==> config.mk <==
export PLATFORM = sky130hd
export DESIGN_NAME = outbuff_div
export DESIGN_NICKNAME = d
export VERILOG_FILES = /design/src/rtl/outbuff_div.sv
export SDC_FILE = /design/constraint.sdc
export NUM_CORES = 1
export LEC_CHECK = 0
export CORE_MARGIN = 4
export CORE_UTILIZATION = 46
export DETAILED_ROUTE_END_ITERATION = 10
export GPL_ROUTABILITY_DRIVEN = 1
export PLACE_DENSITY = 0.89
export SLEW_MARGIN = 5
export SYNTH_ARGS = -nofsm -noshare
export SYNTH_HDL_FRONTEND = slang
export SYNTH_SLANG_ARGS = --single-unit
==> constraint.sdc <==
create_clock -name clk_i -period 3.17 [get_ports clk_i]
set_input_delay 0.634 -clock clk_i [delete_from_list [all_inputs] [get_ports clk_i]]
set_output_delay 0.634 -clock clk_i [all_outputs]
set_load 0.02 [all_outputs]
==> src/rtl/outbuff_div.sv <==
// Glitch-free power-of-two clock divider feeding the output/trigger buffer driver.
// Define OUTBUFF_DIV_PCNT_EN to enable the completed-period counter on pcnt_o.
module outbuff_div #(
    parameter int unsigned Nbits     = 3,
    parameter int unsigned Pcnt_bits = 16
) (
    input  logic                 clk_i,
    input  logic                 rstb_i,
    input  logic                 en_i,
    input  logic [Nbits-1:0]     ndiv_i,
    output logic                 clk_out_o,
    output logic                 running_o,
    output logic                 pending_o,
    output logic [Nbits-1:0]     ndiv_act_o,
    output logic [Pcnt_bits-1:0] pcnt_o
);

    localparam int unsigned CntW = 1 << Nbits;

    typedef enum logic {StOff, StRun} state_e;

    state_e            state_q;
    logic [CntW-1:0]   cnt_q;
    logic [Nbits-1:0]  ndiv_act_q;
    logic              clk_out_q;
    logic [CntW-1:0]   half_m1;
    logic              at_toggle;
    logic              at_boundary;

    assign half_m1     = (CntW'(1) << ndiv_act_q) - CntW'(1);
    assign at_toggle   = (state_q == StRun) && (cnt_q == half_m1);
    // Config changes only land on the falling toggle, so no runt phase is ever emitted.
    assign at_boundary = at_toggle && clk_out_q;

    always_ff @(posedge clk_i) begin
        if (!rstb_i) begin
            state_q    <= StOff;
            cnt_q      <= '0;
            ndiv_act_q <= '0;
            clk_out_q  <= 1'b0;
        end else begin
            unique case (state_q)
                StOff: begin
                    cnt_q     <= '0;
                    clk_out_q <= 1'b0;
                    if (en_i) begin
                        state_q    <= StRun;
                        ndiv_act_q <= ndiv_i;
                    end
                end
                StRun: begin
                    if (at_toggle) begin
                        cnt_q     <= '0;
                        clk_out_q <= ~clk_out_q;
                        if (clk_out_q) begin
                            ndiv_act_q <= ndiv_i;
                            if (!en_i) begin
                                state_q <= StOff;
                            end
                        end
                    end else begin
                        cnt_q <= cnt_q + CntW'(1);
                    end
                end
                default: state_q <= StOff;
            endcase
        end
    end

`ifdef OUTBUFF_DIV_PCNT_EN
    logic [Pcnt_bits-1:0] pcnt_q;

    always_ff @(posedge clk_i) begin
        if (!rstb_i) begin
            pcnt_q <= '0;
        end else if (at_boundary) begin
            pcnt_q <= pcnt_q + Pcnt_bits'(1);
        end
    end

    assign pcnt_o = pcnt_q;
`else
    assign pcnt_o = '0;
`endif

    assign clk_out_o  = clk_out_q;
    assign running_o  = (state_q == StRun);
    assign ndiv_act_o = ndiv_act_q;
    assign pending_o  = (en_i != running_o) | (ndiv_i != ndiv_act_q);

endmodule

==> impl_metrics.tcl, run 1 <==
set metrics [dict create \
    run_status "finished, final reports clean" \
    power_uw 401 \
    drv_slew 0 \
    clkTransAtPathRegs_ns 0.08 \
    hold_buffers 0 \
    rsz0062_at_grt "false" \
    drc 0 \
    worstPathMaxFanout 2 \
    area_delta_synth_final_pct 8.17 \
    worstMarginPinSlew_ns 0.631 \
    finalHoldViolCount 0 \
    fin_nets 131 \
    yosysWarnings 0 \
    post_route_cells_drive_above_1_share 0.0579 \
    ir_worst_vdd_mv 0.381 \
    cts-resized-gates 0 \
    fill_cells 178 \
    max_freq_mhz 320 \
    initial_utilization 0.484 \
    timing.final.crit_period_ns 3.13 \
    firstDrtPassIters 5 \
    grt_max_degree 17 \
    r2r.worst_path.cells 8 \
    antenna_found_initial 0 \
    cpPeakStageDelay_ns 0.56 \
    min_to "cnt_q[0]" \
    start_kind "input pin" \
    track_usage 0.129 \
    relSlewSlack 0.574 \
    netlist_area_sq_um 950 \
    leakage_nw 0.418 \
    worst_setup_path_end_kind "output pin" \
    pwr-share-clk 0.260 \
    p_int_uw 269 \
    min_path_cells 1 \
    pwr-share-comb 0.284 \
    crit_slowest_cell "clkdlybuf4s50_1" \
    fin_cells 148 \
    rows 16 \
    io_buffers 11 \
    die_x_microns 53.4 \
    die_y_microns 53.4 \
    r2r-end "ndiv_act_o[0]" \
    worst_ep_required_time_ns 2.54 \
    min_path_type "reg -> reg" \
    path_buf_inv 3 \
    p_sw_uw 132 \
    io_pins 28 \
    cts_num_sinks 13 \
    worstPathCellList "clkdlybuf4s50_1, inv_1, ha_1, or4_1, clkdlybuf4s50_1" \
    ant_nets 0 \
    wirelength_microns 1620 \
    seq_power_share 0.456 \
    drt-initial-drc-count 12 \
    grt_pass1_wl_microns 2740 \
    r2r_start "ndiv_act_o[2]" \
    n_antenna_cell 0 \
    worstPathArrival_ns 2.49 \
    whs_ns 0.525 \
    cts_max_path_buffers 2 \
    mostFrequentLayoutCells "16 x conb_1, 13 x dfxtp_1, 12 x nor2_1, 11 x clkdlybuf4s50_1" \
    synth_cell_types 33 \
    rrSetupSlack_ns 0.48 \
    place_ws_ns 0.0361 \
    vias 726 \
    skew_ns 0.00272 \
    via_per_inst 4.91 \
    synth_seq_cells 13 \
    fin_tns_setup_ns 0 \
    wl_per_cell_microns 10.9 \
    setup_violations 0 \
    yosysSeqAreaShare 0.274 \
    synth_area_per_cell_sq_um 8.48 \
    power_per_cell_area_nw_per_um2 391 \
    clockRootBuffer "clkbuf_4" \
    grt_overflow_total 0 \
    synth_cells 112 \
    numCtsBuffers 3 \
    path_common_cell "clkdlybuf4s50_1" \
    die-area_sq_um 2860 \
    design.core.area_sq_um 1960 \
    drv_cap 0 \
    cts_tree "built" \
    min_period_over_period 0.986 \
    cts_setup_buffers 0 \
    final_common_cell "conb_1" \
    h-tree-depth 1 \
    dp.cells 144 \
    insertion_delay_ns 0.28 \
    setup_ws_ns 0.0446 \
    crit_family "buffers and inverters" \
    p_sw_frac 0.329 \
    criticalPathCategory "in -> out" \
    hold_start "cnt_q[0]" \
    first_global_vias 624 \
    gp_congestion 0.832 \
    hpwl_microns 1250 \
]
[worst max-delay path by stage]
stage,from,slack [ns],depth (start not counted),endpoint
floorplan,ndiv_act_o[2],0.52,9,clk_out_o
global placement,en_i,0.07,5,pending_o
detailed placement,en_i,0.04,5,pending_o
CTS,en_i,0.03,5,pending_o
global route,en_i,0.02,5,pending_o
finish,en_i,0.04,5,pending_o
[power groups by stage]
stage / combinational, mW / clock, mW / sequential, mW
final: 0.114 / 0.104 / 0.183
after global routing: 0.127 / 0.113 / 0.185
after CTS: 0.115 / 0.107 / 0.183
after detailed placement: 0.114 / 0 / 0.187
after global placement: 0.111 / 0 / 0.185
after floorplan: 0.106 / 0 / 0.184
[area by class of cell]
type	count	area, sq um	area share
Timing Repair Buffer	11	110	0.107
Sequential cell	13	260	0.253
Clock buffer	4	26.3	0.0256
Inverter	5	18.8	0.0183
Tap cell	27	33.8	0.0329
Multi-Input combinational cell	88	578	0.563
[per-stage QoR]
stage,cell area [sq um],utilization
after floorplan,1010,-
after global placement,1000,0.510
after detailed placement,1000,0.510
after CTS,1030,0.524
after global routing,1030,0.524
final,1030,0.524
[cells by family after synthesis]
| kind of cell | Yosys count | synth area share |
|---|---|---|
| multiplexers | 3 | 0.0316 |
| flip-flops | 13 | 0.274 |
| buffers and inverters | 26 | 0.177 |
| XOR/XNOR | 14 | 0.129 |
| adder cells (fa/ha/maj) | 3 | 0.0395 |
| other | 1 | 0.00395 |
| AO/OA/AOI/OAI | 12 | 0.107 |
| AND/OR/NAND/NOR | 40 | 0.238 |
[sequential cells by signal (all words and copies together) (netlist names)]
register    count
running_o       1
cnt_q           8
ndiv_act_o      3
clk_out_o       1
[layer usage]
| metal | global-route usage | up-vias | part of all wire | wire length (microns) |
|---|---|---|---|---|
| met3 | 0.0169 | 4 | 0.054 | 87 |
| met1 | 0.160 | 342 | 0.44 | 713 |
| met4 | 0.0638 | 0 | 0.017 | 28 |
| li1 | - | 362 | - | - |
| met5 | 0 | - | 0 | 0 |
| met2 | 0.216 | 18 | 0.49 | 787 |
[cell usage after synthesis]
cell type   n  area (sq um)
a21boi_0    2          15.0
a221o_1     1          10.0
inv_1       5          18.8
and3_1      4          25.0
or3_1       2          12.5
nand2_1     3          11.3
ha_1        3          37.5
nand3_2     2          20.0
nand3b_1    1          7.51
a211oi_2    1          12.5
buf_2       2          10.0
xor2_1      7          61.3
o211ai_1    2          15.0
and3b_1     1          8.76
nor2b_1     4          25.0
nand2b_1    1          6.26
a41oi_2     1          16.3
clkbuf_1    1          3.75
or4_1       2          15.0
a211o_1     1          8.76
o311ai_0    1          8.76
and2_1      1          6.26
conb_1      1          3.75
xnor2_1     7          61.3
nor3b_1     1          7.51
nand3_1     4          20.0
nand4bb_1   1          11.3
o21ai_0     3          15.0
dfxtp_1    13           260
buf_4      18           135
nor2_1     12          45.0
mux2i_1     3          30.0
nor3_1      1          5.00
Power figures use the tool's default switching activity.
==> inputs of run 2 (changes only) <==
--- a/config.mk
+++ b/config.mk
@@ -7,6 +7,7 @@
 export LEC_CHECK = 0
 export CORE_MARGIN = 4
 export CORE_UTILIZATION = 46
+export CTS_CLUSTER_SIZE = 16
 export DETAILED_ROUTE_END_ITERATION = 10
 export GPL_ROUTABILITY_DRIVEN = 1
 export PLACE_DENSITY = 0.89
==> constraint.sdc (replaced) <==
create_clock -name clk_i -period 3.3 [get_ports clk_i]
set_input_delay 0.66 -clock clk_i [delete_from_list [all_inputs] [get_ports clk_i]]
set_output_delay 0.66 -clock clk_i [all_outputs]
set_load 0.02 [all_outputs]
==> results of run 2 <==
Same layout as run 1 (identical final DEF). Status: finished, final reports clean.
Among the figures that moved: setup slack after placement 0.0361 ns -> 0.114 ns; setup slack after layout 0.0446 ns -> 0.123 ns; register-to-register setup slack 0.48 ns -> 0.61 ns; total power 0.401 mW -> 0.386 mW; worst IR drop on VDD 0.381 mV -> 0.366 mV
==> inputs of run 3 (changes only) <==
==> constraint.sdc (replaced) <==
create_clock -name clk_i -period 2.96 [get_ports clk_i]
set_input_delay 0.592 -clock clk_i [delete_from_list [all_inputs] [get_ports clk_i]]
set_output_delay 0.592 -clock clk_i [all_outputs]
set_load 0.02 [all_outputs]
==> impl_metrics.tcl, run 3 (synthesized netlist as in run 1, its figures left out) <==
set metrics [dict create \
    run_status "finished, final reports clean" \
    max_freq_mhz 356 \
    largest-register "cnt_q" \
    cts_tree "built" \
    mostFrequentLayoutCells "16 x conb_1, 13 x dfxtp_1, 12 x nor2_1, 10 x clkdlybuf4s50_1" \
    whs_ns 0.517 \
    r2r_start "ndiv_act_o[0]" \
    die-area_sq_um 2860 \
    skew_ns 0.00919 \
    relSlewSlack 0.565 \
    wl_met2_microns 798 \
    clkTransAtPathRegs_ns 0.08 \
    rows 16 \
    worstPathMaxFanout 2 \
    met3_length_microns 98 \
    numCtsBuffers 3 \
    grt_overflow_total 0 \
    drc 0 \
    wl_met1_microns 730 \
    rrSetupSlack_ns 0.30 \
    min_path_cells 1 \
    cts_num_sinks 13 \
    final_common_cell "conb_1" \
    placed_area_sq_um 1020 \
    grt_pass1_wl_microns 2760 \
    largest_reg_flops 8 \
    worst_ep_required_time_ns 2.37 \
    worst_setup_path_end_kind "output pin" \
    fin_cells 150 \
    io_pins 28 \
    die_x_microns 53.4 \
    via_per_inst 4.97 \
    dp.cells 146 \
    leakage_nw 0.427 \
    min_period_over_period 0.950 \
    fill_cells 180 \
    design.core.area_sq_um 1960 \
    clockRootBuffer "clkbuf_4" \
    criticalPathCategory "in -> out" \
    first_global_vias 664 \
    n_antenna_cell 0 \
    area_delta_synth_final_pct 9.62 \
    cp-endpoint "pending_o" \
    fin_util 0.531 \
    timing.final.crit_period_ns 2.81 \
    track_usage 0.130 \
    drv_slew 0 \
    start_kind "input pin" \
    gp_congestion 0.822 \
    firstDrtPassIters 4 \
    vias 746 \
    hold_buffers 0 \
    initial_utilization 0.484 \
    wirelength_microns 1650 \
    setup_violations 0 \
    fin_nets 133 \
    rsz0062_at_grt "false" \
    r2r.worst_path.cells 8 \
    ir_worst_vdd_mv 0.321 \
    ant_nets 0 \
    critical_path.startpoint "en_i" \
    drv_cap 0 \
    grt_max_degree 16 \
    dr.max_layer_used "met4" \
    min_path_type "reg -> reg" \
    worstMarginPinSlew_ns 0.645 \
    insertion_delay_ns 0.28 \
    hpwl_microns 1300 \
    final_cell_area_sq_um 1040 \
    worstPathArrival_ns 2.22 \
    finalHoldViolCount 0 \
    die_y_microns 53.4 \
    post_route_cells_drive_above_1_share 0.0732 \
    drt-initial-drc-count 12 \
    wl_per_cell_microns 11.0 \
    cts-resized-gates 1 \
    cts_setup_buffers 0 \
    r2r-end "ndiv_act_o[0]" \
    cts_max_path_buffers 2 \
    io_buffers 11 \
    power_per_cell_area_nw_per_um2 414 \
    h-tree-depth 1 \
    antenna_found_initial 0 \
]
[run 3: area by class of cell]
type | instances | area (sq um) | share of cell area
Inverter | 5 | 18.8 | 0.0180
Sequential cell | 13 | 260 | 0.250
Timing Repair Buffer | 13 | 124 | 0.119
Tap cell | 27 | 33.8 | 0.0325
Clock buffer | 4 | 26.3 | 0.0252
Multi-Input combinational cell | 88 | 578 | 0.555
[run 3: power breakdown]
group | switching [mW] | internal (mW) | total, mW
Sequential | 0.00901 | 0.181 | 0.190
Clock | 0.0569 | 0.0523 | 0.109
Combinational | 0.0752 | 0.0571 | 0.132
Total | 0.141 | 0.290 | 0.431
[run 3: per-layer routing]
layer  vias to the layer above  GRT usage
li1                        371          -
met1                       346      0.153
met2                        23      0.227
met3                         6     0.0254
met4                         0     0.0511
met5                         -          0
[run 3: worst min path at each step]
stage	from	endpoint	slack [ns]
after floorplan	cnt_q[0]	cnt_q[0]	0.45
after global placement	cnt_q[0]	cnt_q[0]	0.48
after detailed placement	cnt_q[0]	cnt_q[0]	0.49
after CTS	cnt_q[0]	cnt_q[0]	0.52
after global routing	cnt_q[0]	cnt_q[0]	0.56
final	cnt_q[0]	cnt_q[0]	0.52
[run 3: worst max-delay path, cell delays in order]
cell and delay (ns):
clkdlybuf4s50_1 0.45, inv_1 0.05, ha_1 0.28, or4_1 0.52, dlygate4sd2_1 0.34
[run 3: stage by stage]
stage	setup slack, ns	TNS, ns	power [mW]
finish	0.147	0	0.431
global route	0.103	0	0.458
floorplan	0.314	0	0.311
global placement	-0.0483	-0.0483	0.321
CTS	0.135	0	0.435
detailed placement	-0.0893	-0.0893	0.326
